## config.mk

```make
export PLATFORM = sky130hd
export DESIGN_NAME = gbm_multipath_engine
export DESIGN_NICKNAME = d
export VERILOG_FILES = /design/src/rtl/gbm_multipath_engine.sv
export SDC_FILE = /design/constraint.sdc
export NUM_CORES = 2
export LEC_CHECK = 0
export BUFFER_PORTS_ARGS = -buffer_cell sky130_fd_sc_hd__buf_4
export CORE_MARGIN = 2
export CORE_UTILIZATION = 30
export CTS_CLUSTER_DIAMETER = 30
export DETAILED_ROUTE_END_ITERATION = 7
export PLACE_DENSITY_LB_ADDON = 0.15
export SLEW_MARGIN = 20
export SYNTH_ARGS = -nofsm -noshare
export SYNTH_HDL_FRONTEND = slang
export SYNTH_SLANG_ARGS = --single-unit
```

## constraint.sdc

```tcl
create_clock -name CLK -period 53.1 [get_ports CLK]
set_input_delay 7.965 -clock CLK [delete_from_list [all_inputs] [get_ports CLK]]
set_output_delay 7.965 -clock CLK [all_outputs]
set_load 0.005 [all_outputs]
```

## src/rtl/gbm_multipath_engine.sv

```systemverilog
// Multi-path geometric-Brownian-motion engine: NPATHS Euler-stepped price paths
// driven by an on-chip LFSR-based Gaussian approximation, drained over valid/ready.
module gbm_multipath_engine #(
  parameter int          W      = 18,
  parameter int          FRAC   = 14,
  parameter int          NPATHS = 4,
  parameter int          STEPW  = 16,
  parameter logic [31:0] SEED   = 32'h1ACE_B00C,
  localparam int         IW     = (NPATHS > 1) ? $clog2(NPATHS) : 1
) (
  input  logic             CLK,
  input  logic             RST,
  input  logic             iStart,
  input  logic [W-1:0]     iMu,
  input  logic [W-1:0]     iSigma,
  input  logic [W-1:0]     iS,
  input  logic [STEPW-1:0] iSteps,
  output logic             oBusy,
  output logic [W-1:0]     oS,
  output logic [IW-1:0]    oPath,
  output logic             oValid,
  input  logic             iReady,
  output logic             oDone,
  output logic [1:0]       oDbgState
);

  localparam int XW = 2 * W + FRAC + 8;
  localparam logic [IW-1:0]        LAST = IW'(NPATHS - 1);
  localparam logic signed [XW-1:0] ZOFF = XW'(8190);
  localparam logic signed [XW-1:0] ZMUL = XW'(7);
  localparam logic signed [XW-1:0] SMAX = {{(XW - W){1'b0}}, {W{1'b1}}};

  typedef enum logic [1:0] {ST_IDLE, ST_LOAD, ST_RUN, ST_DRAIN} state_e;

  state_e           state_q, state_d;
  logic [IW-1:0]    path_q, path_d;
  logic [STEPW-1:0] step_q, step_d, steps_q, steps_d;
  logic [W-1:0]     mu_q, mu_d, sigma_q, sigma_d, s0_q, s0_d;
  logic [31:0]      lfsr_q, lfsr_d;
  logic [W-1:0]     os_q, os_d;
  logic [IW-1:0]    opath_q, opath_d;
  logic             valid_q, valid_d, done_q, done_d;

  logic [W-1:0]     ram [NPATHS];
  logic             ram_we;
  logic [W-1:0]     ram_wdata;
  logic [IW-1:0]    rd_addr;
  logic [W-1:0]     rd_data;

  logic signed [XW-1:0] sum_s, z_s, mu_x, sig_x, s_x, prod1_s, inc_s, prod2_s, sn_s;
  logic [W-1:0]         s_sat;
  logic [31:0]          lfsr_adv;

  // Output handshake: oS/oPath are offered while oValid is high and are held
  // unchanged until a cycle with oValid & iReady, which is the transfer.
  assign oBusy     = (state_q != ST_IDLE);
  assign oS        = os_q;
  assign oPath     = opath_q;
  assign oValid    = valid_q;
  assign oDone     = done_q;
  assign oDbgState = state_q;

  // During a transfer the next path is fetched so it is presented one cycle later.
  always_comb begin
    rd_addr = path_q;
    if (state_q == ST_DRAIN && valid_q && iReady && path_q != LAST) rd_addr = path_q + IW'(1);
  end

  assign rd_data  = ram[rd_addr];
  assign lfsr_adv = (lfsr_q >> 1) ^ (lfsr_q[0] ? 32'h8020_0003 : 32'h0);

  always_comb begin
    sum_s   = XW'(lfsr_q[11:0]) + XW'(lfsr_q[23:12]) + XW'(lfsr_q[31:20])
            + XW'({lfsr_q[7:0], lfsr_q[31:28]});
    z_s     = ((sum_s - ZOFF) * ZMUL) <<< (FRAC - 14);
    mu_x    = XW'($signed(mu_q));
    sig_x   = XW'(sigma_q);
    s_x     = XW'(rd_data);
    prod1_s = sig_x * z_s;
    inc_s   = mu_x + (prod1_s >>> FRAC);
    prod2_s = s_x * inc_s;
    sn_s    = s_x + (prod2_s >>> FRAC);
    if (sn_s[XW-1])      s_sat = '0;
    else if (sn_s > SMAX) s_sat = '1;
    else                  s_sat = sn_s[W-1:0];
  end

  always_ff @(posedge CLK) begin
    if (RST) begin
      state_q <= ST_IDLE;
      path_q  <= '0;
      step_q  <= '0;
      steps_q <= '0;
      mu_q    <= '0;
      sigma_q <= '0;
      s0_q    <= '0;
      lfsr_q  <= SEED;
      os_q    <= '0;
      opath_q <= '0;
      valid_q <= 1'b0;
      done_q  <= 1'b0;
    end else begin
      state_q <= state_d;
      path_q  <= path_d;
      step_q  <= step_d;
      steps_q <= steps_d;
      mu_q    <= mu_d;
      sigma_q <= sigma_d;
      s0_q    <= s0_d;
      lfsr_q  <= lfsr_d;
      os_q    <= os_d;
      opath_q <= opath_d;
      valid_q <= valid_d;
      done_q  <= done_d;
    end
  end

  always_ff @(posedge CLK) begin
    if (ram_we) ram[path_q] <= ram_wdata;
  end

  always_comb begin
    state_d = state_q;
    case (state_q)
      ST_IDLE:  if (iStart) state_d = ST_LOAD;
      ST_LOAD:  if (path_q == LAST) state_d = (steps_q == '0) ? ST_DRAIN : ST_RUN;
      ST_RUN:   if (path_q == LAST && step_q == steps_q - STEPW'(1)) state_d = ST_DRAIN;
      ST_DRAIN: if (valid_q && iReady && opath_q == LAST) state_d = ST_IDLE;
      default:  state_d = ST_IDLE;
    endcase
  end

  always_comb begin
    path_d    = path_q;
    step_d    = step_q;
    steps_d   = steps_q;
    mu_d      = mu_q;
    sigma_d   = sigma_q;
    s0_d      = s0_q;
    lfsr_d    = lfsr_q;
    os_d      = os_q;
    opath_d   = opath_q;
    valid_d   = valid_q;
    done_d    = 1'b0;
    ram_we    = 1'b0;
    ram_wdata = s0_q;
    case (state_q)
      ST_IDLE: begin
        if (iStart) begin
          mu_d    = iMu;
          sigma_d = iSigma;
          s0_d    = iS;
          steps_d = iSteps;
          lfsr_d  = SEED;
          path_d  = '0;
          step_d  = '0;
        end
      end
      ST_LOAD: begin
        ram_we = 1'b1;
        path_d = (path_q == LAST) ? '0 : path_q + IW'(1);
      end
      ST_RUN: begin
        ram_we    = 1'b1;
        ram_wdata = s_sat;
        lfsr_d    = lfsr_adv;
        if (path_q == LAST) begin
          path_d = '0;
          step_d = step_q + STEPW'(1);
        end else begin
          path_d = path_q + IW'(1);
        end
      end
      ST_DRAIN: begin
        if (!valid_q) begin
          os_d    = rd_data;
          opath_d = path_q;
          valid_d = 1'b1;
        end else if (iReady) begin
          if (opath_q == LAST) begin
            valid_d = 1'b0;
            done_d  = 1'b1;
            path_d  = '0;
          end else begin
            os_d    = rd_data;
            opath_d = path_q + IW'(1);
            path_d  = path_q + IW'(1);
          end
        end
      end
      default: ;
    endcase
  end

endmodule

```

==> metrics.yaml <==
yosys:
  yosysTopAreaCellShare_pct: 38.9
  synthTopCellsByArea: "fa_1, inv_1, ha_1"
  ys_ff_latch: 216
  synth_nets: 6184
  ys.flop_type: "dfxtp_1"
  synth_edf_count: 72
  syn_area_um2: 43100
  ys_types: 77
  yosys_warnings: 0
  yosysTopAreaCell: "fa_1"
  yosysSeqAreaShare_pct: 11.7
  synth-async-reset-ratio_pct: 0
  synth_cells: 4937
  syn_area_per_cell_um2: 8.73
global_route:
  grt_usage_pct: 17.8
  grt_pass1_wl_mm: 203
  grt_start_max_net_pins: 91
  antenna_found_initial: 4
  grt_pass1_vias: 34200
  gr-total-overflow: 0
clocking:
  post_cts_buffers: 0
  cts_max_level: 2
  clkTransAtPathRegs_ns: 0.05
  cts_tree: "built"
  post_cts_resized: 0
  numCtsBuffers: 54
  postCtsHoldBufs: 0
  cts_root_buffer: "clkbuf_16"
  insertion_delay_ns: 0.62
  cts_buffer_depth: 3
  cts_sinks: 216
cells_and_area:
  fin_nets: 6244
  drive_gt1_share_pct: 6.78
  area_growth_pct: 11.9
sta:
  max_freq_ghz: 0.0422
  worstMarginPinSlew_ns: 1.13
  rsz0062_at_grt: "no"
  setup_viol: 0
  period_share_pct: 44.6
  period_needed_ns: 23.70
  finalClockSkew_ns: 0.0573
  setup-tns-final_ns: 0
  timing_hold_violations_final: 0
  slew_headroom_pct: 24.6
  drv_slew: 0
placed_design:
  globalplace.congestion: 0.821
  dpl.hpwl_mm: 103
  io_buffer_count: 98
critical_path:
  timing.rr.start: "lfsr_q[12]$_SDFFE_PP1P_"
  arrival_ns: 24.04
  cp-endpoint: "ram[2][13]$_DFFE_PP_"
  r2r_slack_ns: 29.40
  critPathMaxStageDelay_ns: 0.91
  worstSetupEndpointType: "flip-flop"
  start_kind: "flip-flop"
  worstRegToRegCells: 85
  crit_type: "flip-flop to flip-flop"
  rr_endpoint: "ram[2][13]$_DFFE_PP_"
  crit_top_cell: "fa_1"
  path_max_fanout: 18
  worst_ep_required_time_ns: 53.44
  crit_path_start: "lfsr_q[12]$_SDFFE_PP1P_"
  critPathSlowestCell: "a2111oi_0"
detailed_routing:
  wire_per_inst_um: 18.1
  num_vias: 31600
  postRouteAntennaNets: 0
  viasPerCell: 4.55
  drc: 0
  wl_mm: 126
  drt_pre_antenna_iters: 5
  drt_iter0_drc: 1441
floorplanning:
  die_h_um: 383
  core.rowCount: 139
  initial_core_util_pct: 30.1
  fp.coreArea_um2: 143000
  die_w_um: 383
  floorplan.die_area_um2: 147000
  num_io_pins: 99
status:
  outcome: "complete, no violations"
run:
  cap_viol_max_count: 0
worst_hold_path:
  min_path_type: "flip-flop to flip-flop"
how the worst min path moves through the flow:
stage                                 start                       to  cells past startpoint
floorplan            lfsr_q[3]$_SDFFE_PP1P_   lfsr_q[3]$_SDFFE_PP1P_                      1
global placement    sigma_q[7]$_SDFFE_PP0P_  sigma_q[7]$_SDFFE_PP0P_                      2
detailed placement  sigma_q[7]$_SDFFE_PP0P_  sigma_q[7]$_SDFFE_PP0P_                      2
CTS                 sigma_q[7]$_SDFFE_PP0P_  sigma_q[7]$_SDFFE_PP0P_                      2
global route          s0_q[11]$_SDFFE_PP0P_    s0_q[11]$_SDFFE_PP0P_                      2
finish              sigma_q[7]$_SDFFE_PP0P_  sigma_q[7]$_SDFFE_PP0P_                      2
layout make-up:
class,instances,area (µm²)
antenna,2,5.00
tap,1903,2380
sequential,216,5040
inverter,1120,4210
multi-input combinational,3409,33200
timing repair buffer,196,1480
clock inverter,32,470
fill,15100,94900
clock buffer,70,1480
layer usage:
layer  vias up  routed length (µm)  track usage, %
met3       119                5570            2.31
met1     15900               61200            25.7
met5         -                   7               0
met2       565               56500            28.6
met4         2                2240            3.38
li1      15000                   -               -
synthesized netlist by cell type, types with 33 or more instances:
library cell,n
a21o_1,59
fa_1,838
nand2b_1,47
clkbuf_1,172
ha_1,335
nor2_1,309
xor2_1,83
dfxtp_1,144
nor2b_1,33
a21oi_1,206
o21ai_0,59
and2_1,208
nand3_1,48
nand2_1,740
xnor2_1,137
edfxtp_1,72
inv_1,1118
state kept, by name (all words and copies together) (netlist names):
| name | flops |
|---|---|
| lfsr_q | 32 |
| mu_q | 18 |
| oDbgState | 2 |
| oDone | 1 |
| oPath | 2 |
| oS | 18 |
| oValid | 1 |
| path_q | 2 |
| ram | 72 |
| s0_q | 18 |
| sigma_q | 18 |
| step_q | 16 |
| steps_q | 16 |
stage by stage:
stage | util [%] | instances | hold slack, ns | instance area [µm²] | worst slack [ns]
after detailed placement | 32.3 | 6844 | 0.448 | 46300 | 29.42
after floorplan | - | 4937 | 0.436 | 43100 | 32.28
final | 33.7 | 6948 | 0.453 | 48200 | 29.40
after global placement | 32.3 | 6844 | 0.445 | 46300 | 29.59
after global routing | 33.7 | 6947 | 0.479 | 48200 | 27.75
after CTS | 33.7 | 6946 | 0.454 | 48200 | 29.33
critical path: cells and delay by family (launching register included):
kind            cells  cell delay (ns)
buf+inv            14             1.25
fa+ha+maj          23            10.64
xor+xnor            5             0.67
flops               1             0.33
compound gates     29             7.81
simple gates       14             2.77
cells by family after synthesis:
family | Yosys count | synth area share [%]
buf+inv | 1312 | 11.5
mux | 18 | 0.508
compound gates | 493 | 7.41
flops | 216 | 11.7
fa+ha+maj | 1173 | 48.6
xor+xnor | 221 | 4.51
simple gates | 1504 | 15.7
placed cells by master, fill, tap and decap left out, drive strengths merged, types with 8 or more instances in the layout:
cell type     n
fa          838
nand2b       47
xnor2       137
clkinv       12
a31oi        15
o21bai       16
inv        1120
o21a         11
o221a        18
o21ai        69
dfxtp       144
o22ai        15
nor2        309
nand4        19
clkbuf       70
a21oi       207
and2        208
a211oi       12
buf         196
clkinvlp     11
ha          335
nand3        48
edfxtp       72
bufinv        9
or3          10
nand2       740
mux2i        14
nor4          8
xor2         84
a22oi        18
nor2b        33
nor3         31
and3         25
a21o         59
Power is left out: the tool's default activity adds up to more than one toggle a clock period on the data nets, which glitch-free logic cannot reach.
